`config.mk`:
```
export PLATFORM = sky130hd
export DESIGN_NAME = stage4_decode_queue
export DESIGN_NICKNAME = d
export VERILOG_FILES = /design/src/rtl/stage4_decode_queue.sv
export SDC_FILE = /design/constraint.sdc
export NUM_CORES = 1
export LEC_CHECK = 0
export BUFFER_PORTS_ARGS = -buffer_cell sky130_fd_sc_hd__buf_2
export CORE_MARGIN = 3
export CORE_UTILIZATION = 52
export DETAILED_ROUTE_END_ITERATION = 10
export MAX_ROUTING_LAYER = met4
export PLACE_DENSITY = 0.76
export REMOVE_ABC_BUFFERS = 1
export SLEW_MARGIN = 15
export SYNTH_ARGS = -nofsm -noshare
export SYNTH_HDL_FRONTEND = slang
export SYNTH_SLANG_ARGS = --single-unit
```
`constraint.sdc`:
```
create_clock -name CLK -period 3.2 [get_ports CLK]
set_input_delay 0.32 -clock CLK [delete_from_list [all_inputs] [get_ports CLK]]
set_output_delay 0.32 -clock CLK [all_outputs]
set_load 0.01 [all_outputs]
```
`src/rtl/stage4_decode_queue.sv`:
```
// rtl/stage4_decode_queue.sv - decode-to-execute instruction queue
// Circular buffer with flush, stall, push-drop and vsetvl-in-flight tracking.
module stage4_decode_queue #(
  parameter int DEPTH      = 4,
  parameter int ENTRY_W    = 96,
  parameter int VSETVL_BIT = 0
) (
  input  logic                       CLK,
  input  logic                       RST,
  input  logic                       queue_wen,
  input  logic [ENTRY_W-1:0]         wdata,
  input  logic                       ren,
  input  logic                       stall_queue,
  input  logic                       flush_queue,
  output logic [ENTRY_W-1:0]         rdata,
  output logic                       rvalid,
  output logic                       is_queue_full,
  output logic [$clog2(DEPTH+1)-1:0] count,
  output logic                       vsetvl_pending,
  output logic                       push_drop
);

  localparam int PW = $clog2(DEPTH);
  localparam int CW = $clog2(DEPTH+1);
  localparam logic [CW-1:0] FULL_CNT = CW'(DEPTH);

  logic [ENTRY_W-1:0] mem_q [DEPTH];
  logic [ENTRY_W-1:0] mem_d [DEPTH];
  logic [DEPTH-1:0]   valid_q, valid_d;
  logic [PW-1:0]      wr_ptr_q, wr_ptr_d;
  logic [PW-1:0]      rd_ptr_q, rd_ptr_d;
  logic [CW-1:0]      count_q, count_d;
  logic               push, pop, full, vsetvl_any;

  assign full   = (count_q == FULL_CNT);
  assign rvalid = (count_q != '0);
  // Acceptance is judged on registered fullness only; a same-cycle pop never frees room.
  assign push   = queue_wen && !full && !flush_queue;
  assign pop    = ren && rvalid && !stall_queue && !flush_queue;

  always_comb begin
    mem_d    = mem_q;
    valid_d  = valid_q;
    wr_ptr_d = wr_ptr_q;
    rd_ptr_d = rd_ptr_q;
    count_d  = count_q;
    if (flush_queue) begin
      valid_d  = '0;
      wr_ptr_d = '0;
      rd_ptr_d = '0;
      count_d  = '0;
    end else begin
      if (push) begin
        mem_d[wr_ptr_q]   = wdata;
        valid_d[wr_ptr_q] = 1'b1;
        wr_ptr_d          = wr_ptr_q + PW'(1);
      end
      if (pop) begin
        valid_d[rd_ptr_q] = 1'b0;
        rd_ptr_d          = rd_ptr_q + PW'(1);
      end
      if (push && !pop) begin
        count_d = count_q + CW'(1);
      end else if (pop && !push) begin
        count_d = count_q - CW'(1);
      end
    end
  end

  always_ff @(posedge CLK) begin
    if (RST) begin
      valid_q  <= '0;
      wr_ptr_q <= '0;
      rd_ptr_q <= '0;
      count_q  <= '0;
    end else begin
      valid_q  <= valid_d;
      wr_ptr_q <= wr_ptr_d;
      rd_ptr_q <= rd_ptr_d;
      count_q  <= count_d;
    end
  end

  // Payload needs no reset: rdata is masked while the queue is empty.
  always_ff @(posedge CLK) begin
    mem_q <= mem_d;
  end

  always_comb begin
    vsetvl_any = 1'b0;
    for (int i = 0; i < DEPTH; i++) begin
      if (valid_q[i] && mem_q[i][VSETVL_BIT]) begin
        vsetvl_any = 1'b1;
      end
    end
  end

  assign rdata          = rvalid ? mem_q[rd_ptr_q] : '0;
  assign is_queue_full  = full;
  assign count          = count_q;
  assign vsetvl_pending = vsetvl_any;
  assign push_drop      = queue_wen && full && !flush_queue;

endmodule

```
## Yosys cells after proc, flatten, opt, wreduce, memory -nomap -nowiden

Index checks and enable logic that the tools add are counted.

- Input bits: 102
- Bits in registers: 395
- Logic and storage cells: 71
- Output and inout port bits: 103

- $add $sub $neg: 4
- Bitwise operators: 6
- Reductions and logical operators: 25
- $lt $le $gt $ge: 7
- Equality and inequality tests: 1
- Mux-type cells: 20

Operators with widths:

| kind | count |
|---|---|
| $bwmux W384 | 1 |
| $mux W96 | 4 |
| $bmux W96 S2 | 1 |
| $demux W96 S2 | 1 |
| $logic_and A1 B1 Y1 | 16 |
| $mux W4 | 3 |
| $ge A3 B3 Y1 const B | 2 |
| $lt A2 B3 Y1 const B | 2 |
| $mux W1 | 6 |
| $mux W3 | 2 |
| $not A2 Y3 | 2 |
| $logic_not A1 Y1 | 5 |
| $add A2 B1 Y2 const B | 2 |
| $and A4 B4 Y4 | 1 |
| $demux W1 S2 | 2 |
| $ge A2 B1 Y1 const B | 2 |
| $not A4 Y4 | 1 |
| $or A4 B4 Y4 | 1 |
| $add A3 B1 Y3 const B | 1 |
| $eq A3 B3 Y1 const B | 1 |
| $lt A3 B1 Y1 const B | 1 |
| $reduce_bool A3 Y1 | 1 |
| $sub A3 B1 Y3 const B | 1 |
| $reduce_and A2 Y1 | 1 |
| other kinds (3) | 3 |

## Logic depth before layout (Yosys ltp)

Gate-level depths: netlist (run 1).

- Word-level depth: 9
- Depth in mapped cells: 9
- Depth with buffers taken out: 9

## Worst setup path after synthesis (run 1)

OpenSTA, ideal clock, no wires.

- Path type: flip-flop to flip-flop
- Start point: register count_q[0], in the netlist count[0]
- End point: register mem_q[0] in the netlist's numbering, enable pin
- Setup slack: -491 ps
- Period minus slack after synthesis: 3691 ps
- Data required time: 2734 ps
- Path buffers: 1
- Stages on the path, launching flop included: 4
- Arrival time: 3225 ps
- Setup time: 466 ps
- Cell sequence: dfxtp_1 or3b_2 clkbuf_1 and3_1

- Word-level cells in the longest chain between the ends: 5

RTL lines:

| element | RTL line | text |
|---|---|---|
| start: declaration | 32 | `logic [CW-1:0] count_q, count_d;` |
| start signal: assignment | 80 | `count_q <= count_d;` |
| $eq A3 B3 Y1 | 35 | `assign full = (count_q == FULL_CNT);` |
| $logic_not A1 Y1 | 38 | `assign push = queue_wen && !full && !flush_queue;` |
| $logic_and A1 B1 Y1 (2 in a row) | 38 |  |
| $reduce_and A2 Y1 (no source line) | n/a |  |
| end signal: assignment | 86 | `mem_q <= mem_d;` |
| end: declaration | 27 | `logic [ENTRY_W-1:0] mem_q [DEPTH];` |

No other way between the ends.
A chain may end at the register's enable or synchronous reset.

## Final worst setup path (run 1)

- Start point: register rd_ptr_q[1]
- End point: output rdata[68]

- Word-level cells in the longest chain between the ends: 5

RTL lines:

| element | RTL line | text |
|---|---|---|
| start: declaration | 31 | `logic [PW-1:0] rd_ptr_q, rd_ptr_d;` |
| start signal: assignment | 79 | `rd_ptr_q <= rd_ptr_d;` |
| $not A2 Y3 (implied by the code) | 98 | `assign rdata = rvalid ? mem_q[rd_ptr_q] : '0;` |
| $bmux W96 S2 | 98 |  |
| $mux W96 (implied by the code) (2 in a row) | 98 |  |
| $mux W96 | 98 |  |
| end: declaration | 15 | `output logic [ENTRY_W-1:0] rdata,` |

No other way between the ends. The select of a mux whose other input is x is not followed.

==> results of run 1 <==
## path summary, 6_finish.rpt
kind | from | endpoint | slack, ns | depth (start not counted)
max reg2reg | count[0]$_SDFFE_PP0P_ | count[2]$_SDFFE_PP0P_ | 0.81 | 9
max | rd_ptr_q[1]$_SDFFE_PP0N_ | rdata[68] | 0.60 | 4
min | wdata[73] | mem_q[169]$_DFFE_PP_ | 0.02 | 1
min reg2reg | count[2]$_SDFFE_PP0P_ | count[2]$_SDFFE_PP0P_ | 0.53 | 2
## worst max-delay path, stage by stage (launching register included)
cell,delay [ns]
sky130_fd_sc_hd__dfxtp_4,0.73
sky130_fd_sc_hd__buf_12,0.32
sky130_fd_sc_hd__mux4_2,0.34
sky130_fd_sc_hd__and2_1,0.20
sky130_fd_sc_hd__buf_2,0.15
## layout by cell type (no fill, tap or decap), types with 4 or more instances in the layout
cell | synthesis | final
sky130_fd_sc_hd__edfxtp_1 | 384 | 384
sky130_fd_sc_hd__buf_2 | 12 | 204
sky130_fd_sc_hd__mux4_2 | 96 | 96
sky130_fd_sc_hd__and2_1 | 96 | 96
sky130_fd_sc_hd__clkbuf_16 | 0 | 41
sky130_fd_sc_hd__clkinv_1 | 0 | 10
sky130_fd_sc_hd__ha_1 | 9 | 9
sky130_fd_sc_hd__clkinv_2 | 0 | 9
sky130_fd_sc_hd__dfxtp_1 | 11 | 9
sky130_fd_sc_hd__buf_12 | 0 | 9
sky130_fd_sc_hd__clkbuf_1 | 18 | 7
sky130_fd_sc_hd__inv_1 | 7 | 6
sky130_fd_sc_hd__nor2_1 | 6 | 6
sky130_fd_sc_hd__diode_2 | 0 | 5
sky130_fd_sc_hd__and3_4 | 0 | 4
sky130_fd_sc_hd__a31oi_1 | 4 | 4
sky130_fd_sc_hd__a211oi_1 | 4 | 4
sky130_fd_sc_hd__dlygate4sd3_1 | 0 | 4
## layout make-up
type / count / area (um2) / area share [%]
clock buffers: 51 / 1090 / 6.10
diodes: 5 / 12.5 / 0.0698
well taps: 378 / 473 / 2.64
flip-flops and latches: 395 / 11800 / 65.6
clock inverters: 21 / 101 / 0.566
inverters: 7 / 26.3 / 0.147
multi-input cells: 247 / 3190 / 17.8
repair buffers: 219 / 1260 / 7.01
## synthesized netlist by cell type, drive strengths merged
| master | count | area share (%) |
|---|---|---|
| or3b | 1 | 0.058 |
| nor2 | 6 | 0.15 |
| a211oi | 4 | 0.20 |
| edfxtp | 384 | 76 |
| a21oi | 3 | 0.099 |
| or2 | 1 | 0.041 |
| a22oi | 2 | 0.099 |
| nand4 | 2 | 0.083 |
| fa | 1 | 0.13 |
| mux2i | 1 | 0.066 |
| dfxtp | 11 | 1.5 |
| clkbuf | 18 | 0.45 |
| o21ai | 3 | 0.099 |
| nand2b | 2 | 0.083 |
| nand2 | 1 | 0.025 |
| o31ai | 2 | 0.099 |
| ha | 9 | 0.74 |
| buf | 17 | 0.79 |
| a31oi | 4 | 0.17 |
| or3 | 2 | 0.083 |
| and2 | 96 | 4.0 |
| and3 | 4 | 0.17 |
| inv | 7 | 0.17 |
| nand3 | 2 | 0.066 |
| nor3 | 1 | 0.066 |
| xor2 | 2 | 0.12 |
| nor2b | 2 | 0.083 |
| mux4 | 96 | 14 |
## flip-flops by register name (all words and copies together) (netlist names)
register,flops
mem_q,384
wr_ptr_q,2
valid_q,4
count,3
rd_ptr_q,2
## report_power, final
group | internal [mW] | leakage [nW] | total [mW] | switching, mW
logic | 0.234 | 1.99 | 0.527 | 0.293
registers | 5.76 | 3.58 | 5.78 | 0.0205
clock network | 2.41 | 0.592 | 4.21 | 1.79
## kinds of logic after synthesis
family / after synthesis
flops: 395
simple gates: 120
mux: 97
buf+inv: 42
compound gates: 18
fa+ha+maj: 10
xor+xnor: 2
## per-stage QoR
stage / worst slack, ns / cells / area [um2] / total power [mW] / TNS, ns
floorplan: -2.05 / 649 / 15000 / 6.15 / -319.65
global placement: 0.931 / 1242 / 16700 / 6.40 / 0
detailed placement: 0.861 / 1242 / 16700 / 6.42 / 0
CTS: 0.540 / 1318 / 17900 / 10.6 / 0
global route: 0.451 / 1322 / 17900 / 10.9 / 0
finish: 0.600 / 1323 / 17900 / 10.5 / 0
## per-layer routing
metal,GRT usage [%],vias to the layer above,part of all wire (%)
li1,-,3239,-
met1,24.6,3763,41
met2,30.6,211,51
met3,3.99,50,6.2
met4,5.37,0,2.4
met5,-,-,0
## what timing repair did
action / CTS / global route
hold buffers: 4 / 0
setup buffers: 0 / 0
endpoints found under the hold margin: 13 / 0
==> impl_summary.md, run 1 <==
Run status
The flow ran to the end, and the final reports show no timing, DRC or antenna violations.

CTS
The number of buffers inserted during clock tree synthesis is 41. Clock latency on the worst-skew pair, taken at its later pin, is 0.52 ns. The clock root buffer master is sky130_fd_sc_hd__clkbuf_16.

The number of gates resized after CTS was 0. The maximum root-to-sink buffer count is 3. The number of sinks on the clock net is 395.

The clock-pin slew of the registers on the worst-case setup and hold paths is 0.07 ns. The clock tree from TritonCTS is yes. The number of H-tree levels is 2.

Yosys
The dominant combinational cell family by area after synthesis is multiplexers. The post-synthesis instance area is 15100 um2. The share of the synthesized area in compound gates (AO/OA/AOI/OAI) is 0.760%. The average size of a mapped cell is 22.1 um2.

The distinct cell type count after synthesis is 31. The number of register bits inferred by synthesis is 395. The Yosys step of the flow raised 0 warnings. The post-synthesis share of cell area spent on xor and xnor gates is 0.116%. The sequential cell area fraction in the yosys report is 77.6%. Summing the areas of all and, or, nand and nor instances in the mapped netlist gives 4.87% of the synthesized area. After synthesis, the share of cell area in mux cells is 14.3%. The adder and majority gate portion of the synthesized area is 0.876%.

The number of cells produced by synthesis is 684.

STA
Across all hold checks on the routed design, the worst slack comes to 0.0211 ns. The transition time at the pin with the least slew margin is 0.713 ns. Setup repair after global routing left no endpoint under its margin.

Clock skew on the completed layout was measured at 0.0264 ns. The final number of max-transition violations is 0. Setup violations remaining at the end of the flow were counted as 0.

The number of hold-slack violations in the final timing report is 0. The post-route fraction of the period consumed by the critical path is 81.2%. The highest clock frequency the design can meet is 385 MHz. Subtracting the final worst setup slack from the clock period gives 2.60 ns. Measured against its own limit, the worst slew margin works out to 52.5%.

Drt
Wires add up to 28100 um. For this block, the via count after detailed routing is 7263. The average wire per cell in the routed design is 21.2 um. In the routed layout, each cell is associated on average with a via count of 5.49. The remaining number of nets flagged by the antenna check after routing is 0. The number of iterations in the first detailed-routing pass is 5. For this run, design rule violations remaining after detail routing come to 0. For this block, the initial DRC count from the detailed router was 484.

Layout
The area growth from synthesis to layout is 18.3%. Measured on the finished design, the core utilization comes to 63.4%. The number of nets at the end of the flow is 1023.

In the final layout, the share of cells above drive strength 1 is 40.0%. Counting the fill cells in the layout gives 1951.

GRT
Global routing used 18.9% of the available tracks. Summed over all layers, the global routing overflow is 0. The number of global-route vias before repair is 7746.

The largest net degree at the start of global routing is 97. The initial antenna violation count is 4. The first global-routing pass estimated 43600 um of wire.

Critical path
The startpoint-to-endpoint class of the critical path is reg2out. For the worst setup path, the data required time is 2.88 ns. STA classifies the critical path endpoint as an output pin.

The top fanout value on the critical path is 36. STA classifies the critical path startpoint as a flip-flop. The arrival time of data at the critical path endpoint is 2.28 ns.

Floorplan
Once the floorplan was initialized, standard cells occupied 53.6% of the core. The floorplan die area is 31200 um2. In this run the horizontal extent of the chip is 177 um. The number of rows in the core area is 61. In this run the vertical extent of the chip is 177 um. The number of primary I/O pins is 205. The core region is 28200 um2.

Placed design
The number of buffer cells added on primary ports is 204. The wire-length estimate of the detail-placed layout is 16100 um. At the end of routability-driven placement, the weighted congestion stood at 0.724.

Worst hold path
The min-delay analysis places its worst path in the category in2reg.

Power
The cell area power density is 587 nW/um2. The worst-case IR drop observed on VDD is 542 uV. The analysis attributes to cell leakage a power of 6.16 nW.

Job
Max-cap violations in this run came to 0.
(Power assumes the default switching activity.)
==> run 2, diff against run 1 <==
Settings changed: CORE_UTILIZATION 52 to 57, PLACE_DENSITY 0.76 to 0.79.
Clock period 3.2 ns to 2.59 ns, I/O delays scaled along.
==> run 2 against run 1 <==
Against the previous run: first-iteration DRC count increased by 36%; clock-buffer cell count decreased by 3; clock skew decreased by 0.0050 ns; power increased by 28%; setup slack got worse by 0.47 ns; critical path type unchanged; critical endpoint is now rdata[4]; largest cell class unchanged.
==> impl_summary.md, run 2 (synthesized netlist as in run 1, its figures left out) <==
Critical path
The data required time at the worst endpoint is 2.33 ns (-0.55 ns). The critical path is of the reg2out type. The register-to-register setup slack is 0.39 ns (-0.42 ns). The arrival time of data at the critical path endpoint was 2.20 ns (-0.08 ns).

The count of buffer and inverter cells on the critical path came to 3 (+1). The kind of end point of the critical path is an output pin. The critical path startpoint category is a flip-flop. The top fanout value on the critical path is 14 (-61%). The delay of the slowest cell on the worst path is 0.55 ns (-0.18 ns). Traced cell by cell, the critical path runs through buf_12 > buf_12 > mux4_2 > and2_1 > buf_2. The slowest library cell on the worst path is sky130_fd_sc_hd__mux4_2. The depth of the worst register-to-register path is 9 (unchanged). The top cell family by delay on the critical path is multiplexers.

By instance count, the cell type seen most on the critical path is sky130_fd_sc_hd__buf_12. The logic depth of the worst setup path including buffers is 5 (+1).

Placed design
The placed wire-length estimate after detailed placement was 16600 um (+3.4%). The routability congestion estimate from global placement came to 0.749 (+3.5%). The placed cell area is 16800 um2 (+0.53%). The number of buffer cells added on primary ports was 204 (unchanged).

Floorplan
The vertical die dimension is 169 um (-4.3%). The initial core utilization is 58.1% (+4.5 points). The number of primary I/O pins is 205 (unchanged).

The total core area is 26100 um2 (-7.7%). The number of rows in the core area came to 59 (-3.3%). The horizontal die dimension is 169 um (-4.3%). The floorplan die area is 28600 um2 (-8.5%).

GRT
The global route total overflow is 0 (unchanged). The overall global routing resource usage is 22.7% (+3.9 points). The initial antenna violation count came to 2 (-2). The number of global-route vias before repair is 8466 (+9.3%). The largest net degree at the start of global routing is 60 (-38%).

The wire length of the first global-routing pass is 47800 um (+9.5%).

STA
The number of hold-slack violations in the final timing report is 0 (unchanged). The sum of negative setup slack is 0 ns (unchanged). The relative slew slack is 61.0% (+8.6 points).

Setup repair after global routing left no endpoint under its margin. The maximum clock skew at final layout came to 0.0214 ns (-0.00501 ns). The final critical path takes up 95.0% of the cycle.

For this run, the top clock speed supported by timing is 406 MHz. The final count of negative-setup-slack endpoints is 0 (unchanged). The transition time at the pin with the least slew margin came to 0.585 ns (-0.128 ns). The final critical delay including setup and external delays is 2.46 ns. The final number of max-transition violations is 0 (unchanged).

Drt
The remaining number of nets flagged by the antenna check after routing was 0 (unchanged). The ratio of routed vias to standard cells was 5.64 (+2.7%). The number of DRC markers in iteration 0 came to 657 (+36%). The number of DRC violations after detailed routing is 0 (unchanged). The total wire length after detailed routing is 31000 um (+10%). The number of vias in the routed layout is 7776 (+7.1%).

The average wire per cell in the routed design is 22.5 um (+5.8%). The number of iterations in the first detailed-routing pass is 5 (unchanged).

Layout
The number of nets at the end of the flow is 1127 (+10%). The area taken by multi-input logic gates was 3190 um2 (unchanged). The footprint of the flip-flops and latches came to 11800 um2 (unchanged).

In the layout the commonest cells are 384 x sky130_fd_sc_hd__edfxtp_1, 204 x sky130_fd_sc_hd__buf_2, 96 x sky130_fd_sc_hd__mux4_2, 96 x sky130_fd_sc_hd__and2_1, 96 x sky130_fd_sc_hd__dlygate4sd3_1. The flip-flop count of the largest register after layout came to 384 (unchanged). The area growth from synthesis to layout is 25.6%. The finished layout cell area is 19000 um2 (+6.1%). The number of filler instances in the final layout is 1506 (-23%). Leaving out fill and tap cells, the most frequent cell in the layout is sky130_fd_sc_hd__edfxtp_1. Ranked by flip-flop count, first place goes to mem_q. The fraction of final layout cells with drive strength greater than 1 is 37.1% (-2.9 points).

CTS
The number of buffers inserted during clock tree synthesis is 40 (-2.4%). The clock root buffer master is sky130_fd_sc_hd__clkbuf_16. The clock network latency to the later pin of the worst-skew pair is 0.52 ns (about the same). The maximum root-to-sink buffer count is 3 (unchanged). The clock-pin slew of the registers on the worst-case setup and hold paths is 0.06 ns (about the same). The number of H-tree levels is 2 (unchanged). The clock tree from TritonCTS is yes. The number of sinks on the clock net is 395 (unchanged).

Power
The final total power is 13.4 mW (+28%). The cell area power density is 706 nW/um2 (+20%). The worst voltage drop across the vdd grid is 695 uV (+28%). The cell leakage power was 6.66 nW (+8.1%).

Job
The max-cap violation count is 0 (unchanged).

Worst hold path
The worst hold path belongs to the class in2reg. The cell depth of the worst min-delay path came to 4 (+3).

Run status
The flow ran to the end, and the final reports show no timing, DRC or antenna violations.
==> run 2: cell count changes in the layout (fill, tap and decap cells not counted), moves of 3 or more <==
| cell | delta |
|---|---|
| sky130_fd_sc_hd__dlygate4sd3_1 | +92 |
| sky130_fd_sc_hd__buf_4 | +7 |
| sky130_fd_sc_hd__buf_12 | +5 |
| sky130_fd_sc_hd__bufinv_16 | +3 |
| sky130_fd_sc_hd__clkbuf_8 | -3 |
| sky130_fd_sc_hd__clkinv_2 | -3 |
| sky130_fd_sc_hd__diode_2 | -3 |
==> run 2: stage by stage <==
step	setup slack, ns	hold WS, ns	cells	util (%)
after floorplan	-2.60	0.358	649	-
after global placement	0.513	0.472	1208	64.3
after detailed placement	0.434	0.474	1208	64.3
after global routing	0.0561	0.0745	1379	73.0
after CTS	0.0118	0.0394	1373	72.8
final	0.130	0.0606	1379	73.0
==> run 2: routing by layer <==
| metal | wire length (um) | share of wire (%) | global-route usage, % | vias to the layer above |
|---|---|---|---|---|
| li1 | - | - | - | 3458 |
| met1 | 12000 | 39 | 28.1 | 3964 |
| met2 | 16100 | 52 | 38.3 | 295 |
| met3 | 2220 | 7.2 | 5.21 | 59 |
| met4 | 668 | 2.2 | 6.49 | 0 |
| met5 | 0 | 0 | - | - |
==> run 2: worst min-delay path: stages <==
cell and delay [ns]:
sky130_fd_sc_hd__buf_2 0.08, sky130_fd_sc_hd__nor2b_1 0.05, sky130_fd_sc_hd__nand3_1 0.07, sky130_fd_sc_hd__a21oi_1 0.06
==> run 2: cell type report <==
class / count / share of cell area [%]
inverter: 7 / 0.138
clock buffer: 48 / 5.65
timing repair buffer: 324 / 12.4
clock inverter: 21 / 0.961
sequential: 395 / 61.8
antenna: 2 / 0.0263
multi-input combinational: 247 / 16.8
tap: 335 / 2.20
==> run 2: worst paths after layout <==
path | startpoint | endpoint
setup / recovery | rd_ptr_q[0]$_SDFFE_PP0N_ | rdata[4]
hold / removal | stall_queue | rd_ptr_q[0]$_SDFFE_PP0N_
setup reg to reg | count[0]$_SDFFE_PP0P_ | count[2]$_SDFFE_PP0P_
hold reg to reg | wr_ptr_q[0]$_SDFFE_PP0N_ | wr_ptr_q[0]$_SDFFE_PP0N_
==> run 2: what timing repair did <==
| action | CTS | global route |
|---|---|---|
| resized for setup | 0 | 1 |
| endpoints found under the hold margin | 384 | 0 |
| buffers inserted | 0 | 4 |
| endpoints found under the setup margin | 0 | 37 |
| hold buffers | 96 | 0 |
==> run 2: power by group <==
group	switching, mW	internal, mW
registers	0.0284	7.11
clock network	2.25	3.24
logic	0.403	0.392
==> run 3, diff against run 2 <==
Settings changed: CORE_MARGIN 3 to 2, GPL_ROUTABILITY_DRIVEN set to 0.
==> run 3 against run 2 <==
Against the previous run: first-iteration DRC count is 6.4% higher; register-to-register slack improved by 0.04 ns; via count fell by 0.41%; power increased by 0.94%; final cell count is 0.36% lower; sequential cell count stayed put; clock skew shrank 0.0011 ns; design area increased by 0.52%; highest routed layer unchanged; sequential power is essentially flat; largest power group unchanged; critical endpoint is now rdata[20]; critical path depth fell by 1; sequential share of layout area fell by 0.32 points.
==> impl_summary.md, run 3 (synthesized netlist as in run 1, its figures left out) <==
Run status
The run finished with clean final reports.

Layout
Counting flops per register, the top entry is mem_q. The fraction of final layout cells with drive strength greater than 1 is 39.4% (+2.3 points). The area taken by multi-input logic gates was 3250 um2 (+1.7%). Leaving out fill and tap cells, the most frequent cells in the layout are 384 x sky130_fd_sc_hd__edfxtp_1, 190 x sky130_fd_sc_hd__buf_2, 96 x sky130_fd_sc_hd__mux4_2, 96 x sky130_fd_sc_hd__dlygate4sd3_1, 74 x sky130_fd_sc_hd__and2_1. The footprint of the flip-flops and latches was 11800 um2 (unchanged). The number of filler instances in the final layout came to 1455 (-3.4%). The most common cell after layout, fill and taps aside is sky130_fd_sc_hd__edfxtp_1.

The area growth from synthesis to layout is 26.3%. The flip-flop count of the largest register after layout is 384 (unchanged). The number of nets at the end of the flow is 1122 (-0.44%).

Critical path
The register-to-register setup slack is 0.43 ns (+0.04 ns). The launch point of the worst reg-to-reg path is count[0]$_SDFFE_PP0P_. The depth of the worst register-to-register path is 8 (-1). The slowest library cell on the worst path is sky130_fd_sc_hd__mux4_2.

The worst setup path is launched from a flip-flop. The destination of the worst register-to-register timing path is count[2]$_SDFFE_PP0P_. The delay of the slowest cell on the worst path came to 0.60 ns (+0.05 ns).

The launching instance or port of the critical path is rd_ptr_q[0]$_SDFFE_PP0N_. The data required time at the worst endpoint is 2.33 ns (about the same). The critical path is of the reg2out type.

The top fanout value on the critical path is 40 (+26). The arrival time of data at the critical path endpoint is 2.31 ns (+0.11 ns). The kind of end point of the critical path is an output pin. Traced cell by cell, the critical path runs through buf_16 > mux4_2 > and2_4 > buf_2.

CTS
The number of buffers inserted during clock tree synthesis is 39 (-2.5%). The number of buffers added for setup after CTS was 0 (unchanged). The maximum root-to-sink buffer count is 3 (unchanged).

The clock-pin slew of the registers on the worst-case setup and hold paths is 0.06 ns (about the same). The clock network latency to the later pin of the worst-skew pair was 0.53 ns (about the same). The number of H-tree levels is 2 (unchanged). The number of sinks on the clock net is 395 (unchanged). TritonCTS built the clock tree.

The clock root buffer master is sky130_fd_sc_hd__clkbuf_16.

Floorplan
The horizontal die dimension is 167 um (-1.2%). The initial core utilization came to 58.1% (unchanged). The number of rows in the core area was 59 (unchanged).

The floorplan die area came to 27900 um2 (-2.4%). The vertical die dimension is 167 um (-1.2%). The total core area is 26100 um2 (unchanged).

The number of primary I/O pins is 205 (unchanged).

STA
Setup repair after global routing could not meet its margin everywhere. The maximum clock skew at final layout is 0.0203 ns (-0.00109 ns). The transition time at the pin with the least slew margin came to 0.497 ns (-0.0871 ns). The number of hold-slack violations in the final timing report was 0 (unchanged). The final number of max-transition violations is 0 (unchanged). The relative slew slack is 66.8% (+5.8 points). The post-route fraction of the period consumed by the critical path is 99.0% (+4.0 points). The final critical delay including setup and external delays came to 2.56 ns (+0.104 ns). The slack of the critical path was 0.0257 ns (-0.104 ns). The highest clock frequency the design can meet is 390 MHz (-4.1%).

The final count of negative-setup-slack endpoints is 0 (unchanged).

Worst hold path
The origin of the worst min-delay path is RST. The worst min-delay path endpoint is rd_ptr_q[1]$_SDFFE_PP0N_. The tightest min-delay check is of the in2reg type.

The cell depth of the worst min-delay path is 4 (unchanged).

GRT
The number of global-route vias before repair is 8449 (-0.20%). The initial antenna violation count was 1 (-1). The global route total overflow is 0 (unchanged). The largest net degree at the start of global routing is 92 (+53%). The overall global routing resource usage is 22.9% (+0.19 points). The wire length of the first global-routing pass came to 47200 um (-1.3%).

Drt
The number of iterations in the first detailed-routing pass came to 4 (-1). The number of vias in the routed layout came to 7744 (-0.41%). The number of DRC markers in iteration 0 is 699 (+6.4%). The met3 wirelength from detailed routing is 2130 um (-4.3%). Signal routing reaches up to met4.

The number of DRC violations after detailed routing came to 0 (unchanged). The total wire length after detailed routing is 30600 um (-1.1%). The routed metal-1 wire length is 12100 um (+1.2%).

The ratio of routed vias to standard cells is 5.64 (about the same). The met2 wire length is 15600 um (-3.1%). The average wire per cell in the routed design came to 22.3 um (-0.71%). The remaining number of nets flagged by the antenna check after routing is 0 (unchanged).

Power
The switching share of total power was 20.2% (+0.17 points). The internal power consumption is 10.8 mW (+0.72%). The net switching power was 2.73 mW (+1.8%). The cell area power density came to 709 nW/um2 (+0.42%). The combinational fraction of design power came to 6.1% (+0.2 points). The share of power burned in registers is 52.7% (-0.5 points).

The clock share of power is 41.2% (+0.3 points). The cell leakage power is 6.68 nW (+0.36%). The worst voltage drop across the vdd grid was 655 uV (-5.8%). The final total power came to 13.6 mW (+0.94%).

Placed design
The setup slack after placement is 0.435 ns (+0.00101 ns). The placed wire-length estimate after detailed placement came to 16800 um (+1.4%). The number of buffer cells added on primary ports is 204 (unchanged).

Job
The max-cap violation count is 0 (unchanged).
[run 3: cell count changes in the layout (fill, tap and decap cells not counted), moves of 5 or more]
| cell | before | now |
|---|---|---|
| sky130_fd_sc_hd__and2_1 | 96 | 74 |
| sky130_fd_sc_hd__and2_4 | 0 | 22 |
| sky130_fd_sc_hd__buf_2 | 204 | 190 |
| sky130_fd_sc_hd__buf_6 | 0 | 14 |
| sky130_fd_sc_hd__clkinv_1 | 10 | 5 |
[run 3: metal layers]
metal / up-vias / GRT usage (%)
met2: 293 / 37.2
met1: 3951 / 29.5
met4: 0 / 6.75
met3: 60 / 5.11
met5: - / -
li1: 3440 / -
[run 3: worst max-delay path by stage]
stage | slack [ns] | depth (start not counted) | endpoint
2_1_floorplan | -2.60 | 2 | rdata[0]
3_3_place_gp | 0.52 | 9 | count[2]$_SDFFE_PP0P_
3_5_place_dp | 0.43 | 9 | count[2]$_SDFFE_PP0P_
4_1_cts | 0.007 | 4 | rdata[21]
5_1_grt | -0.07 | 4 | rdata[20]
6_report | 0.03 | 4 | rdata[20]
[run 3: power groups by stage]
stage	sequential, mW	clock, mW	combinational (mW)
floorplan	7.29	0	0.307
global placement	7.27	0	0.648
detailed placement	7.27	0	0.667
CTS	7.14	5.64	0.789
global route	7.14	5.93	0.898
finish	7.14	5.59	0.831
[run 3: layout make-up]
class,count,share of cell area [%]
Antenna cell,1,0.0131
Tap cell,335,2.19
Inverter,7,0.137
Clock inverter,20,1.13
Timing Repair Buffer,320,12.5
Sequential cell,395,61.5
Clock buffer,49,5.52
Multi-Input combinational cell,247,17.0
[run 3: critical path, delay by kind of cell (launching register included)]
kind                   cells  cell delay (ns)
muxes                      1             0.60
buffers and inverters      2             0.46
DFF                        1             0.49
and+or+nand+nor            1             0.19
[run 3: repair_timing]
item	4_1_cts	5_1_grt
hold buffers	96	0
hold endpoints to repair	384	0
setup endpoints to repair	0	73
resized for setup	0	39
[run 3: stage by stage]
step,TNS (ns),instance area (um2),util (%),hold WS (ns),instances
floorplan,-609.40,15000,-,0.358,649
detailed placement,0,16700,64.2,0.473,1208
global placement,0,16700,64.2,0.471,1208
CTS,0,19000,72.8,0.0503,1373
finish,0,19100,73.4,0.0747,1374
global route,-1.71,19100,73.4,0.0719,1374
